===== config.mk =====
export PLATFORM = sky130hd
export DESIGN_NAME = io_bus_responder
export DESIGN_NICKNAME = d
export VERILOG_FILES = /design/src/rtl/io_bus_pkg.sv /design/src/rtl/io_byte_fifo.sv /design/src/rtl/io_bus_responder.sv
export SDC_FILE = /design/constraint.sdc
export NUM_CORES = 1
export LEC_CHECK = 0
export BUFFER_PORTS_ARGS = -buffer_cell sky130_fd_sc_hd__clkbuf_2
export CAP_MARGIN = 15
export CORE_UTILIZATION = 54
export CTS_BUF_LIST = sky130_fd_sc_hd__clkbuf_16
export CTS_CLUSTER_SIZE = 8
export DETAILED_ROUTE_END_ITERATION = 6
export GPL_TIMING_DRIVEN = 0
export MAX_ROUTING_LAYER = met4
export PLACE_DENSITY = 0.77
export SYNTH_ARGS = -nofsm -noshare
export SYNTH_HDL_FRONTEND = slang
export SYNTH_HIERARCHICAL = 1
export SYNTH_SLANG_ARGS = --single-unit

===== constraint.sdc =====
create_clock -name main_clk -period 3.19 [get_ports main_clk]
set_input_delay 0.638 -clock main_clk [delete_from_list [all_inputs] [get_ports main_clk]]
set_output_delay 0.638 -clock main_clk [all_outputs]
set_load 0.05 [all_outputs]

===== src/rtl/io_bus_pkg.sv =====
// Shared encodings for the I/O bus responder: bus control codes, register
// offsets within the 16-byte window and STATUS bit positions.
package io_bus_pkg;

   typedef enum logic [1:0] {
      IO_CTRL_IDLE       = 2'b00,
      IO_CTRL_READ       = 2'b01,
      IO_CTRL_WRITE      = 2'b10,
      IO_CTRL_WRITE_BYTE = 2'b11
   } io_ctrl_e;

   localparam logic [3:0] REG_SCRATCH = 4'h0;
   localparam logic [3:0] REG_STATUS  = 4'h2;
   localparam logic [3:0] REG_TX_DATA = 4'h4;
   localparam logic [3:0] REG_RX_DATA = 4'h6;
   localparam logic [3:0] REG_TIMER   = 4'h8;

   localparam int ST_TX_OVERFLOW = 15;
   localparam int ST_RX_OVERRUN  = 14;
   localparam int ST_RX_COUNT_LO = 4;
   localparam int ST_TX_FULL     = 3;
   localparam int ST_TX_EMPTY    = 2;
   localparam int ST_RX_FULL     = 1;
   localparam int ST_RX_EMPTY    = 0;

   localparam logic [15:0] RX_EMPTY_DATA = 16'h8000;

endpackage


===== src/rtl/io_byte_fifo.sv =====
// Byte FIFO with wrap-bit pointers; head, empty, full and count are all
// registered so downstream logic sees clean flop outputs.
module io_byte_fifo #(
   parameter int DEPTH = 8
) (
   input  logic                     main_clk,
   input  logic                     main_rst_n,
   input  logic                     push,
   input  logic [7:0]               push_data,
   input  logic                     pop,
   output logic [7:0]               head,
   output logic                     empty,
   output logic                     full,
   output logic [$clog2(DEPTH):0]   count
);

   localparam int AW = $clog2(DEPTH);

   logic [7:0]  mem [DEPTH];
   logic [AW:0] wr_ptr, rd_ptr, wr_nxt, rd_nxt, cnt_nxt;
   logic        do_push, do_pop, empty_nxt;
   logic [7:0]  head_nxt;

   // A pop on an empty FIFO is void; a push on a full FIFO only lands if a pop frees a slot.
   assign do_pop    = pop & ~empty;
   assign do_push   = push & (~full | do_pop);
   assign wr_nxt    = wr_ptr + {{AW{1'b0}}, do_push};
   assign rd_nxt    = rd_ptr + {{AW{1'b0}}, do_pop};
   assign cnt_nxt   = wr_nxt - rd_nxt;
   assign empty_nxt = (cnt_nxt == '0);

   always_comb begin
      head_nxt = 8'h00;
      if (!empty_nxt) begin
         if (do_push && (rd_nxt[AW-1:0] == wr_ptr[AW-1:0]))
            head_nxt = push_data;
         else
            head_nxt = mem[rd_nxt[AW-1:0]];
      end
   end

   always_ff @(posedge main_clk or negedge main_rst_n) begin
      if (!main_rst_n) begin
         wr_ptr <= '0;
         rd_ptr <= '0;
         count  <= '0;
         empty  <= 1'b1;
         full   <= 1'b0;
         head   <= 8'h00;
      end else begin
         wr_ptr <= wr_nxt;
         rd_ptr <= rd_nxt;
         count  <= cnt_nxt;
         empty  <= empty_nxt;
         full   <= cnt_nxt[AW];
         head   <= head_nxt;
      end
   end

   always_ff @(posedge main_clk) begin
      if (do_push)
         mem[wr_ptr[AW-1:0]] <= push_data;
   end

endmodule


===== src/rtl/io_bus_responder.sv =====
// Memory-mapped responder for a 16-byte I/O window: scratch, status, timer
// and TX/RX byte FIFOs, with a fixed two-cycle read return that is OR-mergeable.
module io_bus_responder
   import io_bus_pkg::*;
#(
   parameter logic [31:0] BASE_ADDR  = 32'hFFFF_0000,
   parameter int          FIFO_DEPTH = 8
) (
   input  logic        main_clk,
   input  logic        main_rst_n,
   input  logic [31:0] address_out_io,
   input  logic [15:0] data_in_io,
   input  logic [1:0]  control_out_io,
   output logic [15:0] data_out_io,
   output logic [7:0]  tx_byte,
   output logic        tx_valid,
   input  logic        tx_ready,
   input  logic [7:0]  rx_byte,
   input  logic        rx_valid
);

   localparam int CW = $clog2(FIFO_DEPTH) + 1;

   function automatic logic [3:0] sat_count(input logic [CW-1:0] cnt);
      return (32'(cnt) > 32'd15) ? 4'hF : 4'(cnt);
   endfunction

   io_ctrl_e       ctrl_p0;
   logic           hit_p0, rd_p0, wr_p0, wr_word_p0;
   logic [3:0]     reg_p0;
   logic [15:0]    status_p0, rx_data_p0;

   logic [15:0]    scratch, timer;
   logic           tx_overflow, rx_overrun;
   logic           tx_push, tx_pop, tx_empty, tx_full;
   logic           rx_pop, rx_empty, rx_full;
   logic [7:0]     rx_head;
   logic [CW-1:0]  rx_count, tx_count_unused;

   logic           vld_p1;
   logic [3:0]     reg_p1;
   logic [15:0]    status_p1, timer_p1, rx_data_p1;

   // ---- stage 0: decode of the sampled bus transaction
   assign ctrl_p0    = io_ctrl_e'(control_out_io);
   assign hit_p0     = (address_out_io[31:4] == BASE_ADDR[31:4]);
   assign reg_p0     = {address_out_io[3:1], 1'b0};
   assign rd_p0      = hit_p0 && (ctrl_p0 == IO_CTRL_READ);
   assign wr_p0      = hit_p0 && ((ctrl_p0 == IO_CTRL_WRITE) || (ctrl_p0 == IO_CTRL_WRITE_BYTE));
   assign wr_word_p0 = hit_p0 && (ctrl_p0 == IO_CTRL_WRITE);

   assign tx_push  = wr_p0 && (reg_p0 == REG_TX_DATA);
   assign tx_valid = ~tx_empty;
   assign tx_pop   = tx_valid & tx_ready;
   assign rx_pop   = rd_p0 && (reg_p0 == REG_RX_DATA);

   assign status_p0  = {tx_overflow, rx_overrun, 6'b0, sat_count(rx_count),
                        tx_full, tx_empty, rx_full, rx_empty};
   assign rx_data_p0 = rx_empty ? RX_EMPTY_DATA : {8'h00, rx_head};

   io_byte_fifo #(.DEPTH(FIFO_DEPTH)) u_tx_fifo (
      .main_clk   (main_clk),
      .main_rst_n (main_rst_n),
      .push       (tx_push),
      .push_data  (data_in_io[7:0]),
      .pop        (tx_pop),
      .head       (tx_byte),
      .empty      (tx_empty),
      .full       (tx_full),
      .count      (tx_count_unused)
   );

   io_byte_fifo #(.DEPTH(FIFO_DEPTH)) u_rx_fifo (
      .main_clk   (main_clk),
      .main_rst_n (main_rst_n),
      .push       (rx_valid),
      .push_data  (rx_byte),
      .pop        (rx_pop),
      .head       (rx_head),
      .empty      (rx_empty),
      .full       (rx_full),
      .count      (rx_count)
   );

   // Architectural state; a sticky set in the same cycle as its clear wins.
   always_ff @(posedge main_clk or negedge main_rst_n) begin
      if (!main_rst_n) begin
         scratch     <= 16'h0000;
         timer       <= 16'h0000;
         tx_overflow <= 1'b0;
         rx_overrun  <= 1'b0;
      end else begin
         timer <= timer + 16'd1;
         if (wr_p0 && (reg_p0 == REG_SCRATCH)) begin
            if (wr_word_p0)
               scratch <= data_in_io;
            else if (address_out_io[0])
               scratch[15:8] <= data_in_io[7:0];
            else
               scratch[7:0] <= data_in_io[7:0];
         end
         if (tx_push && tx_full && !tx_pop)
            tx_overflow <= 1'b1;
         else if (wr_word_p0 && (reg_p0 == REG_STATUS) && data_in_io[ST_TX_OVERFLOW])
            tx_overflow <= 1'b0;
         if (rx_valid && rx_full && !rx_pop)
            rx_overrun <= 1'b1;
         else if (wr_word_p0 && (reg_p0 == REG_STATUS) && data_in_io[ST_RX_OVERRUN])
            rx_overrun <= 1'b0;
      end
   end

   // ---- stage 1: capture offset, STATUS, TIMER and popped RX byte
   always_ff @(posedge main_clk or negedge main_rst_n) begin
      if (!main_rst_n)
         vld_p1 <= 1'b0;
      else
         vld_p1 <= rd_p0;
   end

   always_ff @(posedge main_clk) begin
      reg_p1     <= reg_p0;
      status_p1  <= status_p0;
      timer_p1   <= timer;
      rx_data_p1 <= rx_data_p0;
   end

   // ---- stage 2: read mux onto the bus, zero outside the return cycle
   always_ff @(posedge main_clk or negedge main_rst_n) begin
      if (!main_rst_n) begin
         data_out_io <= 16'h0000;
      end else if (!vld_p1) begin
         data_out_io <= 16'h0000;
      end else begin
         case (reg_p1)
            REG_SCRATCH: data_out_io <= scratch;
            REG_STATUS:  data_out_io <= status_p1;
            REG_RX_DATA: data_out_io <= rx_data_p1;
            REG_TIMER:   data_out_io <= timer_p1;
            default:     data_out_io <= 16'h0000;
         endcase
      end
   end

endmodule

-- After elaboration in Yosys (flattened, before gate mapping)
Memory sizes are Yosys's and may differ from the RTL's.
Cells that the tools add are included.
- add/subtract/negate cells: 7
- equal/unequal tests: 13
- mux-type cells: 18
- bitwise logic cells: 11
- reduce and logical (&&, ||, !) cells: 27
- operators by type and width (cell ; count):
    16-bit case mux with 4 select lines ; 1
    16-bit 2-to-1 mux ; 3
    8-bit 2-to-1 mux ; 6
    28-bit == test, second input constant ; 1
    16-bit by 1-bit adder with 16-bit output, second input constant ; 1
    4-bit by 1-bit adder with 4-bit output ; 4
    4-bit logical NOT ; 4
    1-bit logical AND ; 15
    3-bit by 2-bit == test with 1-bit output, second input constant ; 3
    1-bit 2-to-1 mux ; 8
    4-bit subtractor ; 2
    3-bit by 1-bit == test with 1-bit output, second input constant ; 2
    3-bit == test ; 2
    2-bit nonzero test ; 3
    1-bit AND ; 5
    2-bit == test, second input constant ; 2
    1-bit inverter ; 4
    2-bit AND reduction ; 2
    3-bit == test, second input constant ; 1
    2-bit by 1-bit == test with 1-bit output, second input constant ; 1
    1-bit logical NOT ; 2
    2-bit by 1-bit != test with 1-bit output, second input constant ; 1
    1-bit OR ; 2
    1-bit logical OR ; 1
- register bits after elaboration: 136
- bits in writable memories: 128
- output and inout port bits: 25
- logic and storage cells: 101
- memories: 2
- memories (name ; depth ; width ; read ports ; clocked after Yosys merged registers in ; write ports ; line ; RTL):
    u_rx_fifo.mem ; 8 ; 8 ; 1 ; 0 ; 1 ; io_byte_fifo.sv:19 ; logic [7:0] mem [DEPTH];
    u_tx_fifo.mem ; 8 ; 8 ; 1 ; 0 ; 1 ; io_byte_fifo.sv:19 ;

-- Logic depth before layout (Yosys ltp)
- depth in word-level cells: 10
- mapped depth: 16

-- By module
Netlist, hierarchy kept.
- by module, submodules not included (module ; times used ; cells an instance ; area an instance (um2) ; seq. area each (um2)):
    io_byte_fifo ; 2 ; 196 ; 3529.6 ; 2448.6
    io_bus_responder ; 1 ; 280 ; 3275.6 ; 2016.9

-- Worst setup path before layout
Ideal clock, no wire load.
- path kind: input to register
- from: input port address_out_io[13]
- to: register u_rx_fifo.head[0]
- setup time: 0.120 ns
- data arrival time: 4.432 ns
- required time: 3.070 ns
- path slack: -1.362 ns
- stages: 16
- buffers on the path: 2
- path through: or4b_4 -> nor4_4 -> nand3_1 -> nor4_1 -> nor2b_1 -> ha_1 -> ha_1 -> buf_2 -> buf_2 -> inv_1 -> fa_1 -> xor2_1 -> or3_1 -> nor3b_1 -> mux2i_4 -> o211a_1
- elaborated cells on any way between the ends: 15
- classes of those cells: add/sub: 3; eq/ne: 2; mux: 2; bitwise: 3; reduce/logical: 4; memory: 1
- RTL lines (item ; line ; RTL):
    start, declared ; io_bus_responder.sv:11 ; input logic [31:0] address_out_io,
    28-bit == test ; io_bus_responder.sv:46 ; assign hit_p0 = (address_out_io[31:4] == BASE_ADDR[31:4]);
    1-bit logical AND ; io_bus_responder.sv:48 ; assign rd_p0 = hit_p0 && (ctrl_p0 == IO_CTRL_READ);
    1-bit logical AND ; io_bus_responder.sv:55 ; assign rx_pop = rd_p0 && (reg_p0 == REG_RX_DATA);
    named net rx_pop ; io_bus_responder.sv:36 ; logic rx_pop, rx_empty, rx_full;
    1-bit AND ; io_byte_fifo.sv:25 ; assign do_pop = pop & ~empty;
    4-bit by 1-bit adder with 4-bit output ; io_byte_fifo.sv:28 ; assign rd_nxt = rd_ptr + {{AW{1'b0}}, do_pop};
    named net u_rx_fifo.rd_nxt[1] ; io_byte_fifo.sv:20 ; logic [AW:0] wr_ptr, rd_ptr, wr_nxt, rd_nxt, cnt_nxt;
    4-bit subtractor ; io_byte_fifo.sv:29 ; assign cnt_nxt = wr_nxt - rd_nxt;
    named net u_rx_fifo.cnt_nxt[2] ; io_byte_fifo.sv:20 ;
    4-bit logical NOT ; io_byte_fifo.sv:30 ; assign empty_nxt = (cnt_nxt == '0);
    8-bit 2-to-1 mux ; io_byte_fifo.sv:34 ; if (!empty_nxt) begin
    named net u_rx_fifo.head_nxt[0] ; io_byte_fifo.sv:22 ; logic [7:0] head_nxt;
    end signal, assigned ; io_byte_fifo.sv:56 ; head <= head_nxt;
    end, declared ; io_byte_fifo.sv:11 ; output logic [7:0] head,
The timed path passes the listed nets, and every way through them passes these cells.
A chain may end at the register's enable or synchronous reset.

-- Worst setup path after layout
- from: input port address_out_io[15]
- to: register u_rx_fifo.head[2]
- word-level cells in the longest chain between the ends: 10
- elaborated cells on any way between the ends: 15
- classes of those cells: add/sub: 3; eq/ne: 2; mux: 2; bitwise: 3; reduce/logical: 4; memory: 1
- ends and longest elaborated chain (item ; line ; RTL):
    28-bit == test ; io_bus_responder.sv:46 ;
    1-bit logical AND ; io_bus_responder.sv:48 ;
    1-bit logical AND ; io_bus_responder.sv:55 ;
    named net rx_pop ; io_bus_responder.sv:36 ;
    1-bit AND ; io_byte_fifo.sv:25 ;
    1-bit OR ; io_byte_fifo.sv:26 ; assign do_push = push & (~full | do_pop);
    1-bit AND ; io_byte_fifo.sv:26 ;
    4-bit by 1-bit adder with 4-bit output ; io_byte_fifo.sv:27 ; assign wr_nxt = wr_ptr + {{AW{1'b0}}, do_push};
    named net u_rx_fifo.wr_nxt[0] ; io_byte_fifo.sv:20 ;
    4-bit subtractor ; io_byte_fifo.sv:29 ;
    named net u_rx_fifo.cnt_nxt[2] ; io_byte_fifo.sv:20 ;
    4-bit logical NOT ; io_byte_fifo.sv:30 ;
    8-bit 2-to-1 mux ; io_byte_fifo.sv:34 ;
    named net u_rx_fifo.head_nxt[2] ; io_byte_fifo.sv:22 ;
The timed path passes the listed nets, and every way through them passes these cells.

==> metrics.txt <==
RSZ-0062 raised after global routing true; TritonCTS Buffers 37; Worst Path Max Fanout 5; Layout area overhead 25.3%; pin count of the biggest net entering global routing 67; cts hold-fix bufs 0; Post-DRT Antenna Nets 0; via/cell ratio 5.63; Die ar. about 20,000 sq um; PortBufs 86; first-pass GRT wire length roughly 34,000 um; routability cong. slightly above 0.8; CP Capture Type flip-flop; DRT Pass-1 Iters 5; yosys warns 6; Critical Path End u_rx_fifo/head[2]$_DFF_PN0_; insertion delay to the later sink of the worst-skew pair just over 0.5 ns; Ant. Diodes 0; Slew Viols, Final 0; reg2reg start u_tx_fifo/empty$_DFF_PN1_; Fmax about 250 MHz; Core Area roughly 19,000 sq um; GRT overflow 0; Die H approximately 140 um; CP Class input pin to flip-flop; All-Layer GR Usage 24.1%; htree depth 2; clock network fraction of total power between 30% and 40%; max_cap viols 0; Site Rows 50; Pwr Density 811 nW/um^2; synthesized cell area a little over 10,000 sq um; status finished with violations; Synthesized Nets between 700 and 800; crit start category input pin; slack of the critical path -0.844 ns; minimum clock period 4.03 ns; Worst-path clk slew 0.05 ns; Sequential Power Share about two fifths; Req. time, crit path 3.57 ns; Slew HR 54.9%; switching part of the total slightly below 30%; total routed wirelength 22,200 um; Final Net Count 898; Final Hold Vio Count 0; Worst Max-Slew Pin Slew approximately 0.67 ns; layout cells sized above 1 34.8%; via count slightly above 6,000; Final Setup Violations 21; failing checks negative setup slack; vias in the first global route roughly 6,400; CP startpoint address_out_io[15]; HPWL after detailed placement ~14,000 um; clk sink count 255; Iteration-0 DRC Markers 404; Initial Utilization a little over half; TNS Setup -14.43 ns; I/O Pins 87; Comb power frac roughly 28%; register-to-register setup slack -0.58 ns; Max Buffers Root-to-Sink 3; initial antenna violation count 0; R2R Path End u_tx_fifo/head[1]$_DFF_PN0_; syn_area_per_cell between 15 and 20 sq um; Hold Path Class input pin to async pin; post-synthesis cell count about 670; Worst Skew ~0.011 ns; Internal 7.37 mW; clock root buffer clkbuf_16; Layout Utilization between 60% and 70%; VDD IR max around 0.00054 V; leak pwr 5.33 nW; post-DR wirelength/cell about 20 um; Reg2Reg Depth 14; period utilization 126%; CTS tree yes; Die Wd roughly 140 um; Sw Pwr ~3.1 mW; critical path data arrival time about 4.4 ns; # DRC 0
==> cell usage in the layout, fill, tap and decap left out, drive strengths merged, types with 11 or more instances in the layout <==
cell type	n
nand4	12
nor2b	15
and2	11
dfrtp	88
nand2	55
mux4	32
buf	43
clkbuf	133
inv	51
dfxtp	37
xor2	18
nor2	32
ha	15
edfxtp	128
o211a	16
o21ai	19
xnor2	18
mux2i	27
a21oi	12
nand3	34
==> power by group through the flow <==
stage                     clock network, mW  registers (mW)  logic [mW]
after floorplan                           0            4.21        1.60
after global placement                    0            4.05        2.23
after detailed placement                  0            4.07        2.31
after CTS                              3.56            4.02        2.69
after global routing                   3.73            4.05        3.09
final                                  3.51            4.02        2.89
==> stage by stage <==
| stage | area [sq um] | setup slack [ns] | cells | hold slack (ns) | power, mW |
|---|---|---|---|---|---|
| after floorplan | 10400 | -1.05 | 668 | 0.324 | 5.81 |
| after global placement | 11100 | -1.55 | 988 | 0.331 | 6.29 |
| after detailed placement | 11100 | -1.60 | 989 | 0.331 | 6.37 |
| after CTS | 12600 | -0.728 | 1070 | 0.0732 | 10.3 |
| after global routing | 12800 | -0.954 | 1081 | 0.0963 | 10.9 |
| final | 12800 | -0.844 | 1081 | 0.0775 | 10.4 |
==> state kept, by name (all words and copies together), names as in the netlist, 3 cells and up <==
signal            count
u_rx_fifo/mem        64
u_tx_fifo/mem        64
data_out_io          16
scratch              16
timer                16
timer_p1             16
status_p1            10
rx_data_p1            8
u_rx_fifo/head        8
u_tx_fifo/head        8
u_rx_fifo/count       4
u_rx_fifo/rd_ptr      4
u_rx_fifo/wr_ptr      4
u_tx_fifo/rd_ptr      4
u_tx_fifo/wr_ptr      4
reg_p1                3
==> repair_timing <==
| item | CTS | global route |
|---|---|---|
| endpoints found under the setup margin | 101 | 149 |
| cloned | 1 | 0 |
| resized for setup | 47 | 25 |
| pin swaps | 8 | 15 |
| buffers inserted | 14 | 11 |
| hold endpoints to repair | 0 | 0 |
==> worst min path at each step <==
stage | end | startpoint
after floorplan | status_p1[4]$_DFF_P_ | u_rx_fifo/count[0]$_DFF_PN0_
after global placement | status_p1[5]$_DFF_P_ | u_rx_fifo/count[1]$_DFF_PN0_
after detailed placement | status_p1[5]$_DFF_P_ | u_rx_fifo/count[1]$_DFF_PN0_
after CTS | data_out_io[10]$_DFF_PN0_ | main_rst_n
after global routing | data_out_io[11]$_DFF_PN0_ | main_rst_n
final | data_out_io[10]$_DFF_PN0_ | main_rst_n
==> worst max-delay path, stage by stage <==
cell and delay (ns):
clkbuf_2 0.08, or4b_4 0.54, nor4_4 0.38, nand3_2 0.18
nor4_4 0.27, nor2b_4 0.26, o21a_4 0.19, ha_4 0.21
inv_4 0.06, ha_4 0.13, inv_2 0.04, fa_2 0.34
xor2_2 0.16, or3_4 0.35, nor3b_4 0.21, mux2i_4 0.11
buf_12 0.15, o211a_1 0.12
==> per-layer routing <==
| metal | up-vias | global-route usage (%) | share of wire (%) | wire, um |
|---|---|---|---|---|
| li1 | 2742 | - | - | - |
| met1 | 3096 | 28.5 | 40 | 8800 |
| met2 | 209 | 40.9 | 53 | 11800 |
| met3 | 39 | 5.16 | 5.3 | 1170 |
| met4 | 0 | 8.16 | 2.2 | 490 |
| met5 | - | - | 0 | 0 |
==> cell type report <==
cell class	instances	area (sq um)
plain buffers	25	166
clock buffers	39	976
clock inverters	28	110
fillers	1211	5800
inverters	23	101
multi-input cells	365	3600
flip-flops and latches	255	6840
well taps	234	293
repair buffers	112	766
(Power assumes the default switching activity.)
